**config.mk**
```make
export PLATFORM = sky130hd
export DESIGN_NAME = alu_sequencer
export DESIGN_NICKNAME = d
export VERILOG_FILES = /design/src/rtl/alu_sequencer.sv
export SDC_FILE = /design/constraint.sdc
export NUM_CORES = 1
export LEC_CHECK = 0
export ABC_AREA = 1
export CORE_MARGIN = 5
export CORE_UTILIZATION = 49
export DETAILED_ROUTE_END_ITERATION = 6
export PLACE_DENSITY_LB_ADDON = 0.15
export SLEW_MARGIN = 20
export SYNTH_ARGS = -nofsm -noshare
export SYNTH_HDL_FRONTEND = slang
export SYNTH_SLANG_ARGS = --single-unit
```
**constraint.sdc**
```tcl
create_clock -name clk -period 2.8 [get_ports clk]
set_input_delay 0.56 -clock clk [delete_from_list [all_inputs] [get_ports clk]]
set_output_delay 0.56 -clock clk [all_outputs]
set_load 0.01 [all_outputs]
```
**src/rtl/alu_sequencer.sv**
```systemverilog
// alu_sequencer
// Multi-cycle controller for the RISC-16 datapath. Accepts one register-register
// instruction over a valid/ready handshake, owns a 16 x 16-bit register file and
// steps an external combinational ALU through READ -> EXEC -> WB, latching the
// written-back result and the ALU carry/zero/parity flags.
//
// Ports:
//   clk, rst                    rising-edge clock, synchronous active-high reset
//   instr_valid/instr_ready     instruction handshake (ready only in IDLE)
//   instr[15:0]                 {op, rx, ry, rd}
//   load_en/load_addr/load_data host register write, honoured only while ready
//   alu_rx_value/alu_ry_value   registered ALU operands
//   alu_opcode                  registered ALU opcode
//   alu_out, alu_carry,
//   alu_zero, alu_parity        ALU result and flags
//   done                        one-cycle retire pulse
//   result, flags               last written-back value, {carry, zero, parity}
//   halted                      high once a HALT instruction has been accepted
//   dbg_addr/dbg_data           combinational register-file read port

module alu_sequencer #(
    parameter logic [3:0] NOP_OPCODE  = 4'h0,
    parameter logic [3:0] HALT_OPCODE = 4'hF
) (
    input  logic        clk,
    input  logic        rst,
    input  logic        instr_valid,
    output logic        instr_ready,
    input  logic [15:0] instr,
    input  logic        load_en,
    input  logic [3:0]  load_addr,
    input  logic [15:0] load_data,
    output logic [15:0] alu_rx_value,
    output logic [15:0] alu_ry_value,
    output logic [3:0]  alu_opcode,
    input  logic [15:0] alu_out,
    input  logic        alu_carry,
    input  logic        alu_zero,
    input  logic        alu_parity,
    output logic        done,
    output logic [15:0] result,
    output logic [2:0]  flags,
    output logic        halted,
    input  logic [3:0]  dbg_addr,
    output logic [15:0] dbg_data
);

    typedef enum logic [2:0] {
        S_IDLE = 3'd0,
        S_READ = 3'd1,
        S_EXEC = 3'd2,
        S_WB   = 3'd3,
        S_HALT = 3'd4
    } state_t;

    state_t       state_q;
    state_t       state_d;
    logic [15:0]  ir_q;
    logic [15:0]  ir_d;
    logic [15:0]  regs_q [16];
    logic [15:0]  rx_value_q;
    logic [15:0]  ry_value_q;
    logic [3:0]   opcode_q;
    logic [15:0]  result_q;
    logic [2:0]   flags_q;

    logic         rf_we_s;
    logic [3:0]   rf_waddr_s;
    logic [15:0]  rf_wdata_s;
    logic [3:0]   new_op_s;

    assign new_op_s = instr[15:12];

    // Next-state logic and instruction-register capture.
    always_comb begin
        state_d = state_q;
        ir_d    = ir_q;
        case (state_q)
            S_IDLE: begin
                if (instr_valid) begin
                    ir_d = instr;
                    if (new_op_s == HALT_OPCODE) begin
                        state_d = S_HALT;
                    end else if (new_op_s == NOP_OPCODE) begin
                        // NOP skips the ALU entirely but still retires through WB.
                        state_d = S_WB;
                    end else begin
                        state_d = S_READ;
                    end
                end else begin
                    state_d = S_IDLE;
                end
            end
            S_READ:  state_d = S_EXEC;
            S_EXEC:  state_d = S_WB;
            S_WB:    state_d = S_IDLE;
            S_HALT:  state_d = S_HALT;
            default: state_d = S_IDLE;
        endcase
    end

    // Register-file write port: host load in IDLE, ALU write-back in EXEC.
    // The two sources live in different states, so they never collide.
    always_comb begin
        rf_we_s    = 1'b0;
        rf_waddr_s = 4'h0;
        rf_wdata_s = 16'h0000;
        if ((state_q == S_IDLE) && load_en) begin
            rf_we_s    = 1'b1;
            rf_waddr_s = load_addr;
            rf_wdata_s = load_data;
        end else if (state_q == S_EXEC) begin
            rf_we_s    = 1'b1;
            rf_waddr_s = ir_q[3:0];
            rf_wdata_s = alu_out;
        end else begin
            rf_we_s    = 1'b0;
        end
    end

    // State and instruction register.
    always_ff @(posedge clk) begin
        if (rst) begin
            state_q <= S_IDLE;
            ir_q    <= 16'h0000;
        end else begin
            state_q <= state_d;
            ir_q    <= ir_d;
        end
    end

    // Register file; a reset mid-instruction drops the pending write-back.
    always_ff @(posedge clk) begin
        if (rst) begin
            for (int i = 0; i < 16; i++) begin
                regs_q[i] <= 16'h0000;
            end
        end else if (rf_we_s) begin
            regs_q[rf_waddr_s] <= rf_wdata_s;
        end
    end

    // ALU operand/opcode registers (held between instructions) and result/flags.
    always_ff @(posedge clk) begin
        if (rst) begin
            rx_value_q <= 16'h0000;
            ry_value_q <= 16'h0000;
            opcode_q   <= 4'h0;
            result_q   <= 16'h0000;
            flags_q    <= 3'b000;
        end else begin
            if (state_q == S_READ) begin
                rx_value_q <= regs_q[ir_q[11:8]];
                ry_value_q <= regs_q[ir_q[7:4]];
                opcode_q   <= ir_q[15:12];
            end
            if (state_q == S_EXEC) begin
                result_q <= alu_out;
                flags_q  <= {alu_carry, alu_zero, alu_parity};
            end
        end
    end

    assign instr_ready  = (state_q == S_IDLE);
    assign done         = (state_q == S_WB);
    assign halted       = (state_q == S_HALT);
    assign alu_rx_value = rx_value_q;
    assign alu_ry_value = ry_value_q;
    assign alu_opcode   = opcode_q;
    assign result       = result_q;
    assign flags        = flags_q;
    assign dbg_data     = regs_q[dbg_addr];

endmodule

```
**Word-level counts from Yosys, hierarchy flattened**

Memories as Yosys holds them, arrays and structs flattened. A register that Yosys moved wholly into a read port is not among the register bits.
Index checks and enable logic that the tools add are counted.
Widths: inputs -> output; s select.

- Input port bits: 63
- Memories: 1
- Flip-flop bits (word level): 42
- Word-level logic and storage cells: 34
- RAM bits: 256

- Reductions and logical operators: 5
- Eq/ne operators: 5
- Mux-type cells: 18

Memory list:

| memory | words | bits a word | read ports | clocked after Yosys merged registers in | wr ports | line | source |
|---|---|---|---|---|---|---|---|
| regs_q | 16 | 16 | 3 | 2 | 16 | 60 | `logic [15:0] regs_q [16];` |

Operator list:

| operator | number |
|---|---|
| $mux 16 | 3 |
| $reduce_or 16->1 | 1 |
| $mux 4 | 3 |
| $pmux 3 s4 | 1 |
| $mux 1 | 8 |
| $eq 3x2->1 const B | 2 |
| $mux 3 | 2 |
| $eq 4x4->1 const B | 1 |
| $logic_not 4->1 | 1 |
| $eq 3x1->1 const B | 1 |
| $eq 3x3->1 const B | 1 |
| $logic_not 3->1 | 1 |
| $mux 2 | 1 |
| $reduce_and 2->1 | 1 |
| $logic_and 1x1->1 | 1 |

**Depth between registers and ports, before layout**

Gate-level depths: netlist of run 1.

- Word-level depth: 8
- Depth in mapped cells: 11

**Worst setup path after synthesis of run 1**

OpenSTA, ideal clock, no wires.

- Path kind: input to register
- Start: in rst
- End: mem regs_q[0][0], enable pin
- Slack: 0.497 ns
- Stages on the path: 8
- Library setup time: 0.372 ns
- Arrival time: 1.932 ns
- Cell sequence: clkbuf_1 inv_1 o21ai_2 inv_2 buf_4 nand3_4 buf_2 nand2_1

RTL lines:

| item | line | source |
|---|---|---|
| from (decl) | 26 | `input logic rst,` |
| to (decl) | 60 |  |

==> results of run 1 <==
power breakdown:
| part | total, uW | internal (uW) | switching, uW |
|---|---|---|---|
| combinational | 3970 | 1300 | 2670 |
| sequential | 5710 | 5550 | 154 |
| clock | 5110 | 2980 | 2130 |
| total | 14800 | 9830 | 4960 |
what timing repair did:
| item | CTS | global route |
|---|---|---|
| buffers inserted | 0 | 0 |
| hold buffers | 0 | 0 |
| pin swaps | 0 | 1 |
| gates resized for setup | 5 | 13 |
| setup endpoints to repair | 8 | 11 |
| hold endpoints to repair | 0 | 0 |
sequential cells by signal (all words and copies together), names as in the netlist:
name / flops
alu_rx_value: 16
regs_q: 256
alu_ry_value: 16
ir_q: 16
result: 16
alu_opcode: 4
state_q: 3
flags: 3
through the flow:
| stage | power [uW] | worst slack, ns | cells | setup TNS [ns] |
|---|---|---|---|---|
| 6_report | 14800 | 0.0767 | 3459 | 0 |
| 5_1_grt | 15300 | 0.0102 | 3459 | 0 |
| 4_1_cts | 14700 | -0.0397 | 3459 | -0.114 |
| 3_5_place_dp | 9670 | -0.0372 | 3387 | -0.135 |
| 3_3_place_gp | 9610 | -0.0522 | 3387 | -0.170 |
| 2_1_floorplan | 7980 | 0.497 | 2769 | 0 |
cells in the final DEF, fill, tap and decap left out, types with 3 or more instances in the layout:
cell / synthesis / layout
inv_2: 5 / 5
nand2_2: 3 / 3
nor2_2: 9 / 9
dlygate4sd2_1: 0 / 5
edfxtp_1: 256 / 256
clkbuf_16: 0 / 40
clkdlybuf4s50_1: 0 / 118
clkbuf_1: 146 / 8
o21ai_0: 79 / 79
nand2_1: 693 / 693
o211ai_1: 64 / 64
nand3_1: 576 / 576
inv_4: 1 / 3
nand2_8: 3 / 3
buf_4: 3 / 131
a21oi_1: 101 / 101
clkinv_2: 2 / 10
nor2_1: 327 / 327
buf_6: 9 / 4
a22oi_1: 6 / 6
nand2_4: 3 / 3
inv_1: 309 / 305
dfxtp_1: 74 / 70
buf_12: 0 / 33
a22oi_2: 10 / 10
nor2_4: 5 / 5
nand3_4: 15 / 15
dlymetal6s2s_1: 0 / 10
bufinv_16: 0 / 3
clkinv_1: 2 / 8
cells by family after synthesis:
family	synth area share [%]
AND/OR/NAND/NOR	36.2
buffers and inverters	10.5
flip-flops	45.5
AO/OA/AOI/OAI	7.78
worst max-delay path: stages (launching register included):
cell and delay, ns:
edfxtp_1 0.35, inv_1 0.21, nand2_1 0.09, o211ai_1 0.09
nand3_1 0.12, nand3_1 0.09, nand2_1 0.12, clkdlybuf4s50_1 0.51
final cells by class:
type,count,area (um2)
clock inverter,20,191
timing repair buffer,302,3040
clock buffer,52,1070
sequential,330,9180
multi-input combinational,1904,8860
inverter,319,1210
fill,3789,16500
tap,532,666
per-layer routing:
metal  vias to the layer above  share of wire, %
li1                       9305                 -
met1                      9554                37
met2                      1419                43
met3                       315                11
met4                         4               8.2
met5                         -             0.029
worst paths after layout:
check	endpoint	start	cells after the start	slack, ns
worst max-delay path	dbg_data[9]	regs_q[3][9]	7	0.08
worst min-delay path	alu_opcode[3]	ir_q[15]	2	0.45
worst max register to register	regs_q[7][10]	state_q[2]	11	0.37
worst min register to register	alu_opcode[3]	ir_q[15]	2	0.45
Yosys cell counts:
master / number / share of area, %
nand2_8: 3 / 0.30
nand4_1: 1 / 0.031
inv_4: 1 / 0.031
nand3_1: 576 / 14
o21ai_0: 79 / 2.0
buf_1: 34 / 0.63
buf_2: 24 / 0.60
nand3b_4: 1 / 0.099
edfxtp_1: 256 / 38
nor2_2: 9 / 0.28
buf_4: 3 / 0.11
nand2_2: 3 / 0.093
inv_2: 5 / 0.093
nor2_8: 2 / 0.20
nand3_2: 1 / 0.050
dfxtp_1: 74 / 7.4
inv_1: 309 / 5.8
nand2_1: 693 / 13
nor2_1: 327 / 6.1
o211ai_1: 64 / 2.4
buf_6: 9 / 0.50
nand2_4: 3 / 0.17
clkinv_1: 2 / 0.037
clkbuf_1: 146 / 2.7
a21oi_1: 101 / 2.5
o21ai_2: 1 / 0.043
nor2_4: 5 / 0.28
nor3_1: 3 / 0.074
nand3_4: 15 / 1.3
a22oi_2: 10 / 0.62
a22oi_1: 6 / 0.22
a211oi_1: 1 / 0.037
clkinv_2: 2 / 0.050
==> results by group, run 1 <==
Floorplan
  • Top Ports: 137
  • Die area: 45300 um2
  • DIE HEIGHT: 213 um
  • Placement Rows: 74
  • Core area: 40700 um2
  • Initial Util: 49.5%
  • Chip width: 213 um

GRT
  • Vias in the first global route: 19500
  • Grt met2 use: 54.5%
  • All-Layer GR Usage: 36.3%
  • Initial antenna violation count: 2
  • Met3 Usage GRT: 8.48%
  • First-pass GRT wire length: 123000 um
  • GR Util met1: 46.8%
  • Largest net degree at the start of global routing: 129
  • Busiest layer in global routing: met2
  • Total grt overflow: 0

Synth
  • Syn_nets: 2832
  • Seq/Total Area, Yosys: 45.5%
  • Syn Area/Cell: 7.28 um2
  • Post-synth cell types: 33
  • Cell Area, Synth: 20100 um2
  • YS warnings: 0
  • Yosys reg bits: 330
  • Mapped Cells: 2769

Pwr
  • Leak pwr: 0.0105 uW
  • PwrDens: 610 nW/um2
  • VDD IR-drop max: 0.434 mV

Clock network
  • Cts bufs inserted: 39
  • CTS tree: yes
  • Root buffer cell: clkbuf_16
  • Maximum clock insertion buffer count: 3
  • Clock slew seen by the registers of the worst setup and hold paths: 0.06 ns
  • CTS sink cnt: 330
  • H-tree Lvls: 2
  • Worst-Skew Late Latency: 0.57 ns

Critical path
  • Nature of the critical path startpoint: flip-flop
  • WP data arrival: 2.16 ns
  • CP Class: flip-flop to output pin
  • Critical path capture point type: output pin
  • Largest fanout on the critical path: 3
  • Worst EP required: 2.24 ns

STA
  • Final Setup Violations: 0
  • RSZ-0062 raised after global routing: no
  • Final Hold Violating Endpoints: 0
  • Layout Skew: 0.0161 ns
  • Fmax achieved: 0.367 GHz
  • Measured slew at the worst slew-check pin: 1.16 ns
  • Tcrit/Tclk final: 97.3%
  • Slew headroom: 22.9%
  • Fin crit period: 2.72 ns
  • Worst Hold Slack: 0.454 ns
  • Fin. max-slew vios: 0

Run status
  • Status: finished, violations left
  • Violated checks: DRC

Routing
  • WL final: 83900 um
  • Detailed-route DRC error count: 2
  • DRT iter0 DRCs: 2968
  • TritonRoute pass-1 iters: 7
  • Wirelength per Cell: 24.2 um
  • Routed Antenna Nets: 0
  • Vias per cell: 5.95
  • Vias post-DR: 20600

Final layout
  • Fin util: 59.5%
  • Final net count: 2959
  • Synth-to-layout area growth: 20.2%
  • Final instance area: 24200 um2
  • Ant diodes: 0
  • Share of cells above drive strength 1: 10.1%

Placed design
  • IO buf count: 136
  • Placement Cell Area: 22900 um2
  • Final HPWL DP: 56300 um
  • Final Wtd Congestion: 1.00

Worst hold path
  • Hold Crit Class: flip-flop to flip-flop

Job
  • Max-cap violations: 0
Note: power is estimated with default switching activity, not from simulation.
==> inputs of run 2 (changes only) <==
SLEW_MARGIN = unset   (was 20)
==> results of run 2 <==
Final layout, timing and power as in run 1 (identical DEF).
==> RTL change, RTL diff (flow settings as in run 2) <==
Register the output `dbg_data`; this adds one clock of latency there. The other outputs are not delayed to match. Comments in the files are not updated.
--- a/src/rtl/alu_sequencer.sv
+++ b/src/rtl/alu_sequencer.sv
@@ -171,3 +171,5 @@
     assign flags        = flags_q;
-    assign dbg_data     = regs_q[dbg_addr];
+    always_ff @(posedge clk) begin
+        dbg_data <= regs_q[dbg_addr];
+    end
 
Function: changed (Yosys sat finds a counterexample within 4 cycles, from zero or initial values and one cycle with rst high).
==> RTL change against run 2 <==
- core utilization shrank 1.8 points
- area after synthesis up 1.8%
- power is 2.1% higher
- sequential cell count increased by 16
- design area fell by 0.74%
- first-iteration DRC count grew 15%
- routed wire length decreased by 4.0%
- setup slack better by 0.34 ns
- synthesized cell count up 1.7%
==> RTL change: results (changes against run 2) <==
Antenna violations before repair -> 0 (-2)
Largest net degree at the start of global routing -> 102 (-21%)
Clk_skew -> 0.0271 ns (+0.0109 ns)
Worst Setup SP -> state_q[2]$_SDFF_PP0_
Via Count -> 20.6k (-0.073%)
Slew @ Worst Pin -> 0.881 ns (-0.276 ns)
FF-to-FF Start -> ir_q[8]$_SDFFE_PP0P_
Final wirelength -> 80.5 mm (-4.0%)
Met1 usage -> 45.6% (-1.2 points)
DP HPWL -> 53.6 mm (-4.8%)
Routability Congestion -> 0.984 (-1.6%)
Worst-path fanout max -> 3 (unchanged)
Fraction of the yosys area taken by sequential cells -> 46.3% (+0.76 points)
Num CTS Buffers -> 39 (unchanged)
TritonRoute pass-1 iters -> 7 (unchanged)
Max VDD drop -> 0.472 mV (+8.7%)
Vias in the first global route -> 19.1k (-2.2%)
Post-synth EDFFs -> 256 (unchanged)
Yosys cell types -> 31 (-6.1%)
DR iter-0 viols -> 3400 (+15%)
CP arrival -> 1.82 ns (-0.34 ns)
All-Layer GR Usage -> 33.9% (-2.4 points)
Post-placement setup slack -> 0.204 ns (+0.241 ns)
Hold_sp -> ir_q[2]$_SDFFE_PP0P_
Synthesized Nets -> 2880 (+1.7%)
Primary FF master, synth -> edfxtp_1
Post-synth top cells -> nand2_1 (682), nand3_1 (576), inv_1 (337)
Fillers -> 3819 (+0.79%)
# port buffers -> 136 (unchanged)
Yosys top cell area share -> 37.5% (-0.67 points)
Final hold vios -> 0 (unchanged)
First-pass GRT wire length -> 120 mm (-2.4%)
Pleak -> 10.4 nW (-1.3%)
Synth top area cells -> edfxtp_1 (37%), nand3_1 (14%), nand2_1 (12%)
Share of cells above drive strength 1 -> 8.16% (-2.0 points)
Internal power -> 10.0 mW (+2.0%)
Met3 usage -> 8.27% (-0.20 points)
Post-CTS setup buffers -> 0 (unchanged)
PostCTS Resize Cnt -> 0 (-5)
Nets -> 2952 (-0.24%)
GRT met2 Usage -> 52.7% (-1.8 points)
Status -> finished clean
Largest stage delay, worst path -> 0.61 ns (+0.10 ns)
RTL change: cell count changes after synthesis, moves of 8 or more:
cell,before,now
nand3_4,15,7
nor3_1,3,18
a21oi_2,0,10
inv_1,309,337
nand2_1,693,682
dfxtp_1,74,90
a22oi_2,10,0
clkbuf_1,146,138
RTL change: cells by family (layout without fill, tap and decap cells):
| group | count (synthesis) | in the layout | synth area share [%] |
|---|---|---|---|
| AO/OA/AOI/OAI | 263 | 263 | 7.56 |
| buffers and inverters | 559 | 660 | 10.8 |
| flip-flops | 346 | 346 | 46.3 |
| AND/OR/NAND/NOR | 1649 | 1649 | 35.4 |
RTL change: final timing paths:
path                                   to  slack (ns)  cells after the start
max                                halted        0.42                      3
min                  ir_q[2]$_SDFFE_PP0P_        0.46                      2
max reg2reg  alu_rx_value[6]$_SDFFE_PP0P_        0.50                      9
min reg2reg          ir_q[2]$_SDFFE_PP0P_        0.46                      2
RTL change: final cells by class:
type,instances,area share (%)
Clock inverter,19,0.728
Sequential cell,346,39.5
Clock buffer,51,4.46
Tap cell,539,2.80
Timing Repair Buffer,245,10.4
Inverter,345,5.42
Multi-Input combinational cell,1912,36.6
RTL change: worst max-delay path: cells and delay by family (launching register included):
kind | cells | cell delay (ns)
buffers and inverters | 2 | 0.68
and+or+nand+nor | 1 | 0.23
DFF | 1 | 0.36
RTL change: routing by layer:
metal	wire length (um)	share of wire (%)
met3	10200	13
met5	0	0
met2	35700	44
met4	4020	5.0
met1	30600	38
RTL change: stage by stage:
| stage | cells | util (%) | area, um^2 |
|---|---|---|---|
| 3_3_place_gp | 3387 | 54.7 | 22800 |
| 6_report | 3457 | 57.7 | 24000 |
| 4_1_cts | 3457 | 57.7 | 24000 |
| 2_1_floorplan | 2817 | - | 20500 |
| 3_5_place_dp | 3387 | 54.7 | 22800 |
| 5_1_grt | 3457 | 57.7 | 24000 |
RTL change: power by group through the flow:
stage	Clock [mW]	Sequential, mW	Combinational, mW
after floorplan	0	6.07	2.16
after global placement	0	6.09	3.81
after detailed placement	0	6.10	3.85
after CTS	5.16	5.99	3.87
after global routing	5.37	6.03	4.23
final	5.11	6.00	3.99
